[src/rtl/run_detector.sv]
// Detects RUN_LEN consecutive equal enabled samples of w. Samples are counted across en=0 gaps.
// Optional detection-event counter enabled by defining RUN_DET_COUNT_EN.
module run_detector #(
    parameter int RUN_LEN = 4,
    parameter int CNT_W   = 8
) (
    input  logic             clk,
    input  logic             reset,
    input  logic             en,
    input  logic             w,
`ifdef RUN_DET_COUNT_EN
    input  logic             cnt_clr,
    output logic [CNT_W-1:0] event_cnt,
`endif
    output logic             detect,
    output logic             detect_val,
    output logic             det_pulse,
    output logic [4:0]       run_cnt,
    output logic [2:0]       state
);

    localparam logic [2:0] IDLE = 3'd0;
    localparam logic [2:0] RUN0 = 3'd1;
    localparam logic [2:0] RUN1 = 3'd2;
    localparam logic [2:0] DET0 = 3'd3;
    localparam logic [2:0] DET1 = 3'd4;
    localparam logic [4:0] RL   = 5'(RUN_LEN);

    logic [2:0] nxt_state;
    logic [4:0] nxt_cnt;
    logic       run_val;
    logic       in_det;
    logic       nxt_det;
    logic       entering;

    assign run_val  = (state == RUN1) || (state == DET1);
    assign in_det   = (state == DET0) || (state == DET1);
    assign nxt_det  = (nxt_state == DET0) || (nxt_state == DET1);
    // Only RUN -> DET counts as an entry; DET never jumps to the opposite DET.
    assign entering = nxt_det && !in_det;

    always_comb begin
        nxt_state = state;
        nxt_cnt   = run_cnt;
        case (state)
            IDLE: begin
                if (en) begin
                    nxt_state = w ? RUN1 : RUN0;
                    nxt_cnt   = 5'd1;
                end
            end
            RUN0, RUN1, DET0, DET1: begin
                if (en) begin
                    if (w != run_val) begin
                        nxt_state = w ? RUN1 : RUN0;
                        nxt_cnt   = 5'd1;
                    end else if (in_det) begin
                        nxt_cnt   = RL;
                    end else begin
                        nxt_cnt   = run_cnt + 5'd1;
                        if (nxt_cnt == RL)
                            nxt_state = w ? DET1 : DET0;
                    end
                end
            end
            default: begin
                // Unused codes recover to IDLE whether or not a sample is enabled.
                nxt_state = IDLE;
                nxt_cnt   = 5'd0;
            end
        endcase
    end

    always_ff @(posedge clk) begin
        if (reset) begin
            state     <= IDLE;
            run_cnt   <= 5'd0;
            det_pulse <= 1'b0;
        end else begin
            state     <= nxt_state;
            run_cnt   <= nxt_cnt;
            det_pulse <= entering;
        end
    end

    assign detect     = in_det;
    assign detect_val = (state == DET1);

`ifdef RUN_DET_COUNT_EN
    always_ff @(posedge clk) begin
        if (reset || cnt_clr)
            event_cnt <= '0;
        else if (entering && (event_cnt != {CNT_W{1'b1}}))
            event_cnt <= event_cnt + 1'b1;
    end
`endif

endmodule

[config.mk]
export PLATFORM = sky130hd
export DESIGN_NAME = run_detector
export DESIGN_NICKNAME = d
export VERILOG_FILES = /design/src/rtl/run_detector.sv
export SDC_FILE = /design/constraint.sdc
export NUM_CORES = 1
export LEC_CHECK = 0
export ABC_CLOCK_PERIOD_IN_PS = 2000
export BUFFER_PORTS_ARGS = -buffer_cell sky130_fd_sc_hd__clkbuf_2
export CELL_PAD_IN_SITES_DETAIL_PLACEMENT = 1
export CELL_PAD_IN_SITES_GLOBAL_PLACEMENT = 1
export CORE_MARGIN = 4
export CORE_UTILIZATION = 35
export DETAILED_ROUTE_END_ITERATION = 16
export HOLD_SLACK_MARGIN = 0.08
export PLACE_DENSITY_LB_ADDON = 0.1
export SETUP_SLACK_MARGIN = 0.3
export SLEW_MARGIN = 20
export SYNTH_ARGS = -nofsm -noshare
export SYNTH_HDL_FRONTEND = slang
export SYNTH_SLANG_ARGS = --single-unit
[constraint.sdc]
create_clock -name clk -period 2 [get_ports clk]
set_input_delay 0.1 -clock clk [delete_from_list [all_inputs] [get_ports clk]]
set_output_delay 0.1 -clock clk [all_outputs]
set_load 0.02 [all_outputs]
==> reports/qor.csv <==
stage,metric,value,unit
outcome,status,finished clean,
critical_path,required,2.16,ns
route,drt-total-wl,1490,um
clocking,cts_buffer_depth,2,
clocking,htreeDepth,1,
sta,rsz0062_at_grt,no,
finish,areaGrowthSynthToFinish,14.1,%
power,p_leak,0.324,nW
global_routing,grtUsageTotal,13.6,%
floorplanning,rows,14,
logic_synthesis,syn-cell-area,613,um^2
global_routing,busiest_layer,met2,
placement,dp_hpwl,1130,um
placement,numPortBuffers,14,
floorplanning,core,1580,um^2
logic_synthesis,synth_area_per_cell,8.40,um^2
logic_synthesis,synth_cell_types,31,
logic_synthesis,netlist.area_leader.share,29.4,%
clocking,cts.clk_slew.worst_paths,0.06,ns
logic_synthesis,seq_area_frac_synth,29.4,%
critical_path,crit_type,reg -> reg,
logic_synthesis,ys_async_sr_fraction,0,%
global_routing,met3_usage,5.42,%
floorplanning,dieHeight,49.9,um
clocking,cts_root_buf,clkbuf_4,
global_routing,overflow,0,
sta,relSlewSlack,75.9,%
sta,post-route-period-util,79.3,%
power,power_density,553,nW/um^2
logic_synthesis,synth_ff_type,dfxtp_1,
sta,worst_slew_pin_slew,0.361,ns
finish,multi_input_area,384,um^2
logic_synthesis,yosysWarnings,0,
critical_path,startpoint_type,flip-flop,
logic_synthesis,syn-num-nets,79,
global_routing,grt_first_pass_wirelength,2590,um
sta,hold_viol,0,
placement,place.gp.congestion,0.725,
route,drc,0,
critical_path,worst-endpoint-arrival,1.74,ns
route,drtIter0Drc,9,
global_routing,grt_pass1_vias,563,
sta,fin_skew,0.00700,ns
clocking,post-cts-setup-buffer-count,0,
critical_path,crit_fanout,12,
clocking,clock-sinks,9,
sta,clock.fmax,0.630,GHz
clocking,clock_latency,0.26,ns
sta,drv_slew,0,
finish,fin_nets,94,
floorplanning,die_w,49.9,um
sta,fin_hold_ws,0.0962,ns
route,vias_per_cell,5.52,
global_routing,use_met2,20.0,%
logic_synthesis,netlist_instances,73,
clocking,hold_buffers,0,
finish,drive_gt1_share,31.0,%
logic_synthesis,yosysTopAreaCell,dfxtp_1,
min_path,hold_class,in -> reg,
global_routing,grtUsageMet1,18.1,%
route,dr.pass1.iters,3,
clocking,cts_buffers,3,
clocking,cts_tree,built,
route,ant_nets,0,
critical_path,critical_path.endpoint_type,flip-flop,
global_routing,antenna_found_initial,0,
floorplanning,start_util,38.9,%
route,via_count,569,
finish,diodes,0,
power,vdd_ir_drop_max,0.331,mV
logic_synthesis,synth_seq_cells,9,
global_routing,grt_max_degree,13,
finish,fillers,210,
route,wl_per_cell,14.4,um
finish,ff_latch_area,184,um^2
run,cap_violations,0,
logic_synthesis,synth_edf_count,0,
floorplanning,io_pins,15,
sta,period_needed,1.59,ns
logic_synthesis,synthTopCellsByArea,"dfxtp_1 (29%), nor2_1 (4.9%), xor2_1 (4.3%), a21oi_1 (4.1%), and4bb_2 (4.1%)",
floorplanning,fp.dieArea,2490,um^2
sta,finalSetupTns,0,ns
sta,finalSetupViolCount,0,
metrics by stage:
stage          worst slack, ns  power (mW)  instance area, um^2  cells  util [%]
6_report                 0.414       0.387                  699    103      44.4
2_1_floorplan            0.392       0.237                  613     73         -
3_3_place_gp             0.328       0.250                  669     99      42.5
3_5_place_dp             0.296       0.251                  669     99      42.5
4_1_cts                  0.325       0.397                  697    103      44.2
5_1_grt                  0.304       0.414                  699    103      44.4
path summary, 6_finish.rpt:
path,end,cells past startpoint,slack [ns],startpoint
hold reg to reg,run_cnt[1],2,0.53,run_cnt[1]
setup reg to reg,run_cnt[4],5,0.41,state[2]
setup / recovery,run_cnt[4],5,0.41,state[2]
hold / removal,state[2],2,0.1,reset
critical path, stage by stage (launching register included):
cell	delay (ns)
dfxtp_2	0.46
or3b_4	0.44
o21ai_4	0.10
or2_4	0.17
nor2_1	0.05
a211o_1	0.25
cell type report:
type                       instances  area share, %
clock buffer                       4           3.76
tap                               16           2.86
sequential                         9           26.3
multi-input combinational         56           54.9
inverter                           4           2.15
timing repair buffer              14           10.0
timing repair:
action                     in CTS  in global routing
pin swaps                       0                  0
setup endpoints to repair       2                  2
resized for setup               1                  2
Yosys cell counts, drive strengths merged (2+ instances only):
cell type and n:
ha 2, buf 4, a21oi 5, nand4b 2
and4bb 2, dfxtp 9, nand2 5, nor2b 2
a22oi 2, o21ai 6, inv 4, xor2 3
and2b 2, nand3 3, o32ai 2, nor2 8
layer usage:
layer / up-vias / share of wire [%]
met4: 0 / 0.67
met3: 2 / 4.6
met2: 12 / 42
li1: 291 / -
met5: - / 0
met1: 264 / 53
power by group:
group	switching, mW	internal, mW	total, mW	leakage (nW)
sequential	0.0101	0.185	0.195	0.0743
clock	0.0626	0.0769	0.139	0.0150
combinational	0.0312	0.0214	0.0527	0.235
total	0.104	0.283	0.387	0.324
placed cells by master, fill, tap and decap left out, drive strengths merged, types with 2 or more instances in the layout:
cell and instances:
clkbuf 18, dfxtp 9, nor2 8, o21ai 6, nand2 5, a21oi 5, inv 4, xor2 3
nand3 3, nor2b 2, and4bb 2, nand4b 2, and2b 2, o32ai 2, ha 2, a22oi 2
cells by family (layout without fill, tap and decap cells):
family	after synthesis	after routing	synth area share [%]
buffers and inverters	8	22	7.96
AO/OA/AOI/OAI	19	19	22.2
AND/OR/NAND/NOR	31	31	30.4
adder cells (fa/ha/maj)	2	2	4.08
multiplexers	1	1	1.63
XOR/XNOR	3	3	4.29
flip-flops	9	9	29.4
sequential cells by signal, indices dropped and copies added (netlist names):
name / count
det_pulse: 1
run_cnt: 5
state: 3
(Power assumes the default switching activity.)
